**src/rtl/pll_freq_ctrl.sv**
```systemverilog
// Frequency-control stage of the simple PLL: counts oscillator edges over a fixed
// reference window and integrates the count error into a saturating supply code.
module pll_freq_ctrl #(
   parameter int WINDOW       = 1024,
   parameter int CNT_W        = 16,
   parameter int CODE_W       = 10,
   parameter int CODE_INIT    = 512,
   parameter int GAIN_SHIFT   = 2,
   parameter int LOCK_TOL     = 2,
   parameter int LOCK_WINDOWS = 4,
   parameter int SYNC_STAGES  = 2
) (
   input  logic              clk,
   input  logic              rst,
   input  logic              en,
   input  logic              vco_in,
   input  logic [CNT_W-1:0]  target_cnt,
   output logic [CODE_W-1:0] vdd_code,
   output logic [CNT_W-1:0]  meas_cnt,
   output logic              meas_valid,
   output logic              locked
);
   // state   | meaning
   // IDLE    | loop disabled, counters cleared, waiting for en
   // MEASURE | counting oscillator edges over WINDOW clk cycles
   // UPDATE  | single cycle: integral step, publish measurement, evaluate lock
   typedef enum logic [1:0] {IDLE, MEASURE, UPDATE} state_t;

   localparam int WIN_W  = $clog2(WINDOW);
   localparam int GOOD_W = $clog2(LOCK_WINDOWS + 1);
   localparam int SUM_W  = ((CODE_W > CNT_W + 1) ? CODE_W : CNT_W + 1) + 2;

   localparam logic [WIN_W-1:0]        win_last = WIN_W'(WINDOW - 1);
   localparam logic [GOOD_W-1:0]       good_max = GOOD_W'(LOCK_WINDOWS);
   localparam logic [CNT_W-1:0]        cnt_max  = '1;
   localparam logic signed [CNT_W:0]   tol_pos  = (CNT_W + 1)'(LOCK_TOL);
   localparam logic signed [CNT_W:0]   tol_neg  = -tol_pos;
   localparam logic signed [SUM_W-1:0] code_max = SUM_W'((2 ** CODE_W) - 1);

   state_t                  state;
   logic [SYNC_STAGES-1:0]  sync;
   logic                    prev;
   logic                    vco_edge;
   logic [WIN_W-1:0]        win_cnt;
   logic [CNT_W-1:0]        edge_cnt;
   logic [GOOD_W-1:0]       good_cnt;
   logic signed [CNT_W:0]   err;
   logic signed [CNT_W:0]   delta;
   logic signed [SUM_W-1:0] sum;
   logic [CODE_W-1:0]       code_next;
   logic                    in_tol;

   assign vco_edge = sync[SYNC_STAGES-1] & ~prev;

   // Sum is wide enough that vdd_code plus any delta cannot wrap before clamping.
   always_comb begin
      code_next = vdd_code;
      err       = $signed({1'b0, target_cnt}) - $signed({1'b0, edge_cnt});
      delta     = err >>> GAIN_SHIFT;
      sum       = $signed({{(SUM_W - CODE_W){1'b0}}, vdd_code})
                + $signed({{(SUM_W - CNT_W - 1){delta[CNT_W]}}, delta});
      in_tol    = (err <= tol_pos) && (err >= tol_neg);
      if (sum[SUM_W-1])
         code_next = '0;
      else if (sum > code_max)
         code_next = '1;
      else
         code_next = sum[CODE_W-1:0];
   end

   always_ff @(posedge clk) begin
      if (rst) begin
         sync       <= '0;
         prev       <= 1'b0;
         state      <= IDLE;
         win_cnt    <= '0;
         edge_cnt   <= '0;
         good_cnt   <= '0;
         vdd_code   <= CODE_W'(CODE_INIT);
         meas_cnt   <= '0;
         meas_valid <= 1'b0;
         locked     <= 1'b0;
      end else begin
         sync       <= {sync[SYNC_STAGES-2:0], vco_in};
         prev       <= sync[SYNC_STAGES-1];
         meas_valid <= 1'b0;
         if (!en) begin
            // Disabling abandons any partial window but keeps the last code.
            state    <= IDLE;
            win_cnt  <= '0;
            edge_cnt <= '0;
            good_cnt <= '0;
            locked   <= 1'b0;
         end else begin
            case (state)
               IDLE: begin
                  state    <= MEASURE;
                  win_cnt  <= '0;
                  edge_cnt <= '0;
               end
               MEASURE: begin
                  if (vco_edge && (edge_cnt != cnt_max))
                     edge_cnt <= edge_cnt + 1'b1;
                  if (win_cnt == win_last)
                     state <= UPDATE;
                  else
                     win_cnt <= win_cnt + 1'b1;
               end
               UPDATE: begin
                  vdd_code   <= code_next;
                  meas_cnt   <= edge_cnt;
                  meas_valid <= 1'b1;
                  if (in_tol) begin
                     if (good_cnt != good_max)
                        good_cnt <= good_cnt + 1'b1;
                     locked <= (good_cnt >= good_max - 1'b1);
                  end else begin
                     good_cnt <= '0;
                     locked   <= 1'b0;
                  end
                  state    <= MEASURE;
                  win_cnt  <= '0;
                  edge_cnt <= '0;
               end
               default: state <= IDLE;
            endcase
         end
      end
   end
endmodule

```
**config.mk**
```make
export PLATFORM = sky130hd
export DESIGN_NAME = pll_freq_ctrl
export DESIGN_NICKNAME = d
export VERILOG_FILES = /design/src/rtl/pll_freq_ctrl.sv
export SDC_FILE = /design/constraint.sdc
export NUM_CORES = 1
export LEC_CHECK = 0
export CAP_MARGIN = 30
export CORE_MARGIN = 2
export CORE_UTILIZATION = 30
export DETAILED_ROUTE_END_ITERATION = 16
export GPL_TIMING_DRIVEN = 0
export MAX_ROUTING_LAYER = met4
export REMOVE_ABC_BUFFERS = 1
export SETUP_SLACK_MARGIN = 0.1
export SLEW_MARGIN = 20
export SYNTH_ARGS = -nofsm -noshare
export SYNTH_HDL_FRONTEND = slang
export SYNTH_SLANG_ARGS = --single-unit
```
**constraint.sdc**
```tcl
create_clock -name clk -period 5.2 [get_ports clk]
set_input_delay 1.04 -clock clk [delete_from_list [all_inputs] [get_ports clk]]
set_output_delay 1.04 -clock clk [all_outputs]
set_load 0.01 [all_outputs]
```
==> flow_summary.ini <==
[yosys]
ys_ff_latch = 62
yosys-top-cells-count = nand2_1, dfxtp_1, nor2_1, a21oi_1, ha_1
synth_edf_count = 0
ys_seq_area_frac = 0.3080
synth_top_area_cell = dfxtp_1
synth_cell_types = 58
synth.most_common_cell = nand2_1
synthCells = 522
synth_warnings = 0
yosysTopAreaCellShare = 0.3080
synth_ff_type = dfxtp_1
syn_area_sq_mm = 0.004030
postSynth.asyncResetShare = 0
syn_area_per_cell_sq_um = 7.721
synth.area.top_cells = dfxtp_1, ha_1, nand2_1

[floorplan]
die-area_sq_mm = 0.01438
num_rows = 42
die_y_microns = 119.9
fp.dieW_microns = 119.9
io_pins = 48
initial_core_util = 0.3055
core_area_sq_mm = 0.01319

[global_routing]
antenna_found_initial = 0
grt_usage = 0.1530
grt_overflow = 0
grt_pass1_vias = 3601
grt_max_degree = 25
grt_pass1_wl_microns = 16980

[routing]
wire_per_inst_microns = 13.59
vias = 3780
drc = 0
firstDrtPassIters = 4
finalWirelength_microns = 10220
drtAntennaViolNets = 0
dr.first_iter.drc_count = 135
vias_per_cell = 5.027

[pwr]
total_power_mw = 1.251
irDropWorstVdd_v = 0.0001232
power_leakage_nw = 1.850
powerDensity_mw_per_mm2 = 245.5

[layout]
fin_util = 0.3865
stdcell_count = 752
drive_gt1_frac = 0.06944
diodes = 0
final-seq-area_sq_mm = 0.001241
fin_nets = 626
nFillCells = 1343
multi_input_area_sq_mm = 0.002725
synthToLayoutAreaGrowth_pct = 26.48

[sta]
finalSetupViolCount = 0
rsz0062_at_grt = false
fin_crit_sh = 0.9239
fmax_ghz = 0.2081
tightest_slew_ns = 0.7908
min_period_ns = 4.804
hold_viol = 0
relSlewSlack = 0.4712
fin_skew_ns = 0.008594
hold_ws_ns = 0.4462
slew_violations = 0

[clocking]
clockBufferDepth = 2
cts-root-buf = clkbuf_16
cts.sinks = 62
ctsHoldBuffers = 0
htree_levels = 3
cts_tree = built
worstSkewPairLatency_ns = 0.35
cts_buffers = 9
clk_pin_slew_ns = 0.06

[worst_setup_path]
cp.arrival_ns = 5.02
worstSetupStartpoint = target_cnt[0]
r2r-end = vdd_code[3]
crit_fanout = 9
cp-start-kind = input port
reg2reg_depth = 17
crit_end = vdd_code[3]
end_kind = flop
required_ns = 5.41
crit_type = in2reg
reg2reg_slack_ns = 1.16
timing.rr.start = edge_cnt[0]

[placement]
place_inst = 733
gp_congestion = 0.8603
portBuffers = 47
place_hpwl_microns = 7707

[status]
outcome = completed

[hold_path]
hold_start = sync[0]
worstHoldPathType = reg2reg

[flow_run]
drv_cap = 0
-- what timing repair did --
action,CTS,global route
gates resized for setup,4,10
setup endpoints to repair,10,10
pin swaps,3,3
buffers inserted,2,0
-- logic make-up (layout without fill, tap and decap cells) --
family	Yosys count	in the layout	share of synthesized area
AND/OR/NAND/NOR	224	224	0.2664
adder cells (fa/ha/maj)	35	35	0.1124
flip-flops	62	62	0.3080
multiplexers	3	3	0.007762
buffers and inverters	40	94	0.03756
AO/OA/AOI/OAI	129	129	0.2049
XOR/XNOR	29	29	0.06302
-- cell usage in the layout, fill, tap and decap left out, types with 2 or more instances in the layout --
master / count
buf_4: 2
o31ai_1: 3
a211o_1: 2
or4b_1: 2
o21a_1: 5
nand4_1: 14
or2_2: 2
a211oi_1: 2
a2111oi_0: 2
xnor2_1: 17
o2111a_1: 2
a21oi_1: 49
or3_1: 5
clkdlybuf4s50_1: 47
nand2b_1: 4
dfxtp_1: 62
nand3_1: 9
nor4_1: 3
o21ai_0: 28
nor2_1: 55
a22o_1: 2
a21boi_0: 2
nor2b_1: 5
nand2_1: 79
clkbuf_16: 9
inv_1: 28
xor2_1: 12
a21o_1: 10
and3b_1: 2
and2_1: 9
nor3_1: 11
a21oi_2: 2
o211ai_1: 2
fa_1: 2
ha_1: 32
nand3b_1: 2
a31oi_1: 4
clkinv_4: 4
and3_1: 14
-- metrics by stage --
stage | setup WS (ns) | area, sq um | TNS [ns]
2_1_floorplan | 0.3919 | 3984 | 0
3_3_place_gp | -0.6504 | 4674 | -5.926
3_5_place_dp | -0.7747 | 4674 | -7.021
4_1_cts | 0.1159 | 5019 | 0
5_1_grt | 0.1558 | 5097 | 0
6_report | 0.3957 | 5097 | 0
-- flip-flops by register name (all words and copies together) (netlist names) --
signal      flops
prev            1
win_cnt        10
locked          1
good_cnt        3
state           2
sync            2
vdd_code       10
meas_cnt       16
meas_valid      1
edge_cnt       16
-- worst min-delay path by stage --
stage	endpoint	slack, ns	cells after the start
floorplan	sync[1]	0.41	1
global placement	sync[1]	0.44	1
detailed placement	sync[1]	0.43	1
CTS	sync[1]	0.45	1
global route	sync[1]	0.46	1
finish	sync[1]	0.45	1
-- layer usage --
| layer | vias to the layer above | track usage | part of all wire |
|---|---|---|---|
| li1 | 1946 | - | - |
| met1 | 1760 | 0.1959 | 0.49 |
| met2 | 61 | 0.2283 | 0.45 |
| met3 | 13 | 0.04610 | 0.044 |
| met4 | 0 | 0.05515 | 0.017 |
| met5 | - | - | 0 |
-- worst max-delay path, cell delays in order --
cell and delay, ns:
clkdlybuf4s50_1 0.46, inv_1 0.04, ha_1 0.21, fa_1 0.40
nand2b_4 0.17, a211oi_4 0.27, o221a_4 0.26, mux2i_4 0.28
nand2_2 0.13, ha_4 0.31, a21o_1 0.17, nor2b_2 0.07
a21oi_2 0.18, a31oi_2 0.13, nor4b_4 0.37, a22oi_2 0.12
buf_4 0.19, nor2_1 0.12, o21ai_0 0.08
-- cell type report --
class	instances	area share
multi-input cells	420	0.5346
repair buffers	50	0.09745
flip-flops and latches	62	0.2435
inverters	28	0.02062
clock buffers	9	0.04418
clock inverters	7	0.01645
well taps	176	0.04320
-- power breakdown --
group / total [mW] / switching (mW) / internal, mW
Clock: 0.620 / 0.243 / 0.377
Sequential: 0.478 / 0.00164 / 0.477
Combinational: 0.153 / 0.0865 / 0.0663
Note: power is estimated with default switching activity, not from simulation.
==> edit 1, RTL diff (config.mk and constraints unchanged) <==
Reset style: asynchronous (`rst`), changed in one clocked block.
--- a/src/rtl/pll_freq_ctrl.sv
+++ b/src/rtl/pll_freq_ctrl.sv
@@ -70,3 +70,3 @@
 
-   always_ff @(posedge clk) begin
+   always_ff @(posedge clk or posedge rst) begin
       if (rst) begin
Function: same outputs for any inputs over 10 cycles, from zero or initial values and one cycle with rst high; that may be too few to reach the edited logic, so the function may still have changed.
==> edit 1 against the original RTL <==
Sequential cell count stayed put. Area after synthesis is 2.7% higher. Fmax is 0.71% lower. Worst setup slack worse by 0.034 ns. Non-clock buffer count is 1 higher. Final area is 1.1% higher. First-iteration DRC count is 21% higher. Power is 0.93% lower. Utilization hardly changed. Routed wire length is 5.9% lower. Critical path type unchanged.
==> edit 1: results <==
group,metric,value,unit
status,run_status,"finished clean",
critical_path,critPathMaxFanout,10,
detailed_routing,drt_iter0_markers,163,
layout,inverters,25,
critical_path,rrSetupSlack,1.08,ns
critical_path,crit_arrival,5.05,ns
sta,fin_skew,0.00684,ns
layout,bufAreaShareNonClock,10.4,%
clock_tree,cts_setup_buffers,0,
detailed_routing,routedWlPerCell,14.2,um
layout,final.fill_count,1302,
clock_tree,ctsResizeCount,0,
synthesis,ys_types,64,
synthesis,muxShareOfSynthArea,0.726,%
power,switchingPower,0.318,mW
detailed_routing,viasPerCell,5.02,
global_routing,grt_max_degree,43,
layout,final_area,5150,um^2
placement,gp_congestion,0.852,
power,vdd_ir_drop_max,0.155,mV
layout,seq_share,30.1,%
placement,post-dp-hpwl,7.28,mm
clock_tree,worstSkewPairLatency,0.33,ns
global_routing,grt_pass1_vias,3400,
sta,fin_crit,4.84,ns
synthesis,synthTopCellsByCount,"dfrtp_1 (61), nor2_1 (47), nand2_1 (46)",
[edit 1: cell types whose count changed in the layout (fill, tap and decap cells not counted), sizes merged, moves of 7 or more]
cell and change:
dfxtp -62, dfrtp +61, nand2 -34, a21oi -24, a221o +10, and3 -10, nor2 -8, xnor2 +7
[edit 1: per-layer routing]
layer	global-route usage, %	vias up	wire [um]
met5	-	-	0
met4	3.74	0	123
met3	3.15	12	326
met2	23.4	53	4830
met1	16.6	1642	4340
li1	-	1696	-
[edit 1: final timing paths]
path	end	depth (start not counted)
min reg2reg	sync[1]	0
min in group asynchronous	meas_cnt[5]	2
max	vdd_code[6]	18
min	sync[1]	0
max reg2reg	vdd_code[6]	16
max in group asynchronous	edge_cnt[15]	3
[edit 1: power groups by stage]
stage	combinational, mW	sequential, mW	clock (mW)
after global routing	0.172	0.487	0.631
final	0.155	0.487	0.598
after detailed placement	0.150	0.496	0
after global placement	0.143	0.496	0
after CTS	0.151	0.487	0.607
after floorplan	0.106	0.495	0
==> edit 2, RTL diff (same settings) <==
Made on the original files. Set the parameter `CNT_W` to 14 (it was 16).
--- a/src/rtl/pll_freq_ctrl.sv
+++ b/src/rtl/pll_freq_ctrl.sv
@@ -4,3 +4,3 @@
    parameter int WINDOW       = 1024,
-   parameter int CNT_W        = 16,
+   parameter int CNT_W        = 14,
    parameter int CODE_W       = 10,
Ports: changed (resized meas_cnt and target_cnt); port bits go from 48 to 44. The function was not compared with the original's and may differ.
==> edit 2 against the original RTL <==
Routed wire length is 14% lower. Worst setup slack better by 0.029 ns. Non-clock buffer count is 6 lower. Clock power is 13% higher. Final area is 7.6% lower. Area after synthesis is 7.2% lower. Power is 4.0% higher. Sequential cell count is 4 lower. Critical path type unchanged. Largest power group unchanged.
==> edit 2: results <==
group,metric,value,unit
layout,finalNetCount,559,
synthesis,synth.most_common_cell,"nand2_1",
placement,post-dp-hpwl,6.75,mm
placement,post_dp_cell_area,4340,um^2
detailed_routing,routedWlPerCell,12.9,um
power,power_leakage,1.69,nW
synthesis,yosysWarnings,0,
detailed_routing,num_vias,3302,
global_routing,antenna_found_initial,0,
clock_tree,cts_buffers,9,
synthesis,ys_types,60,
placement,port-buffer-count,43,
critical_path,worstReg2RegEnd,"vdd_code[2]",
critical_path,critPathMaxFanout,9,
critical_path,slowest_delay,0.45,ns
layout,drive_above_1_share,7.41,%
synthesis,synth_adder_area_share,11.4,%
global_routing,grt_max_degree,23,
synthesis,ys_seq_area_share,31.0,%
clock_tree,cts-root-buf,"clkbuf_16",
synthesis,async_flop_share,0,%
critical_path,path_delay_family,"simple AND/OR/NAND/NOR gates",
clock_tree,clockBufferDepth,2,
sta,relSlewSlack,39.0,%
synthesis,synth_area_leaders,"dfxtp_1 (31%), ha_1 (10%), nand2_1 (6.5%)",
synthesis,synth_xor_area_share,9.07,%
status,run_status,"finished clean",
synthesis,synth_compound_area_share,17.8,%
clock_tree,worstSkewPairLatency,0.33,ns
detailed_routing,firstDrtPassIters,4,
global_routing,grt_pass1_wl,14.4,mm
global_routing,grt_pass1_vias,3069,
detailed_routing,drt_iter0_markers,176,
sta,layout_setup_ws,0.424,ns
critical_path,crit_end,"vdd_code[2]",
global_routing,track_usage,13.9,%
critical_path,reg2reg_from,"edge_cnt[0]",
synthesis,muxShareOfSynthArea,0.301,%
layout,reg.largest.list,"edge_cnt x14, meas_cnt x14",
synthesis,synthTopCellsByCount,"nand2_1 (65), dfxtp_1 (58), nor2_1 (53)",
placement,dp_slack,-0.0612,ns
min_path,min_path_type,"reg -> reg",
sta,fin_skew,0.0116,ns
critical_path,r2r_cells,17,
critical_path,rrSetupSlack,1.22,ns
power,vdd_ir_drop_max,0.190,mV
placement,gp_congestion,0.846,
## edit 2: changes by cell type in the layout (fill, tap and decap cells not counted), sizes merged, moves of 7 or more
cell,before,now
and3,14,7
nand2,80,65
xnor2,17,25
and2,9,2
a21o,10,1
a21oi,51,34
## edit 2: how the worst min path moves through the flow
stage                      start            to  slack, ns  cells after the start
floorplan                sync[0]       sync[1]       0.41                      1
global placement         sync[0]       sync[1]       0.44                      1
detailed placement       sync[0]       sync[1]       0.44                      1
CTS                 meas_cnt[13]  meas_cnt[13]       0.46                      2
global route             sync[0]       sync[1]       0.47                      1
finish              meas_cnt[13]  meas_cnt[13]       0.45                      2
## edit 2: power by group
part	switching, mW	internal (mW)
registers	0.00171	0.446
clock network	0.231	0.472
logic	0.0870	0.0645
## edit 2: timing repair
action / 4_1_cts / 5_1_grt
hold buffers: 0 / 0
setup buffers: 0 / 1
endpoints found under the setup margin: 0 / 10
resized for setup: 0 / 1
## edit 2: area by class of cell
| cell class | instances | area (um^2) |
|---|---|---|
| timing repair buffer | 44 | 438 |
| clock buffer | 9 | 225 |
| multi-input combinational | 363 | 2430 |
| fill | 1278 | 7400 |
| sequential | 58 | 1160 |
| inverter | 32 | 120 |
| tap | 168 | 210 |
| clock inverter | 7 | 125 |
## edit 2: metrics by stage
stage,cells,power [mW],hold WS (ns)
2_1_floorplan,453,0.565,0.414
3_3_place_gp,664,0.603,0.438
3_5_place_dp,664,0.606,0.436
4_1_cts,680,1.31,0.456
5_1_grt,681,1.35,0.471
6_report,681,1.30,0.452
## edit 2: per-layer routing
layer | up-vias | GRT usage [%] | share of wire [%]
met3 | 9 | 2.72 | 3.1
li1 | 1706 | - | -
met5 | - | - | 0
met4 | 0 | 3.81 | 1.2
met2 | 44 | 22.2 | 47
met1 | 1543 | 17.9 | 49
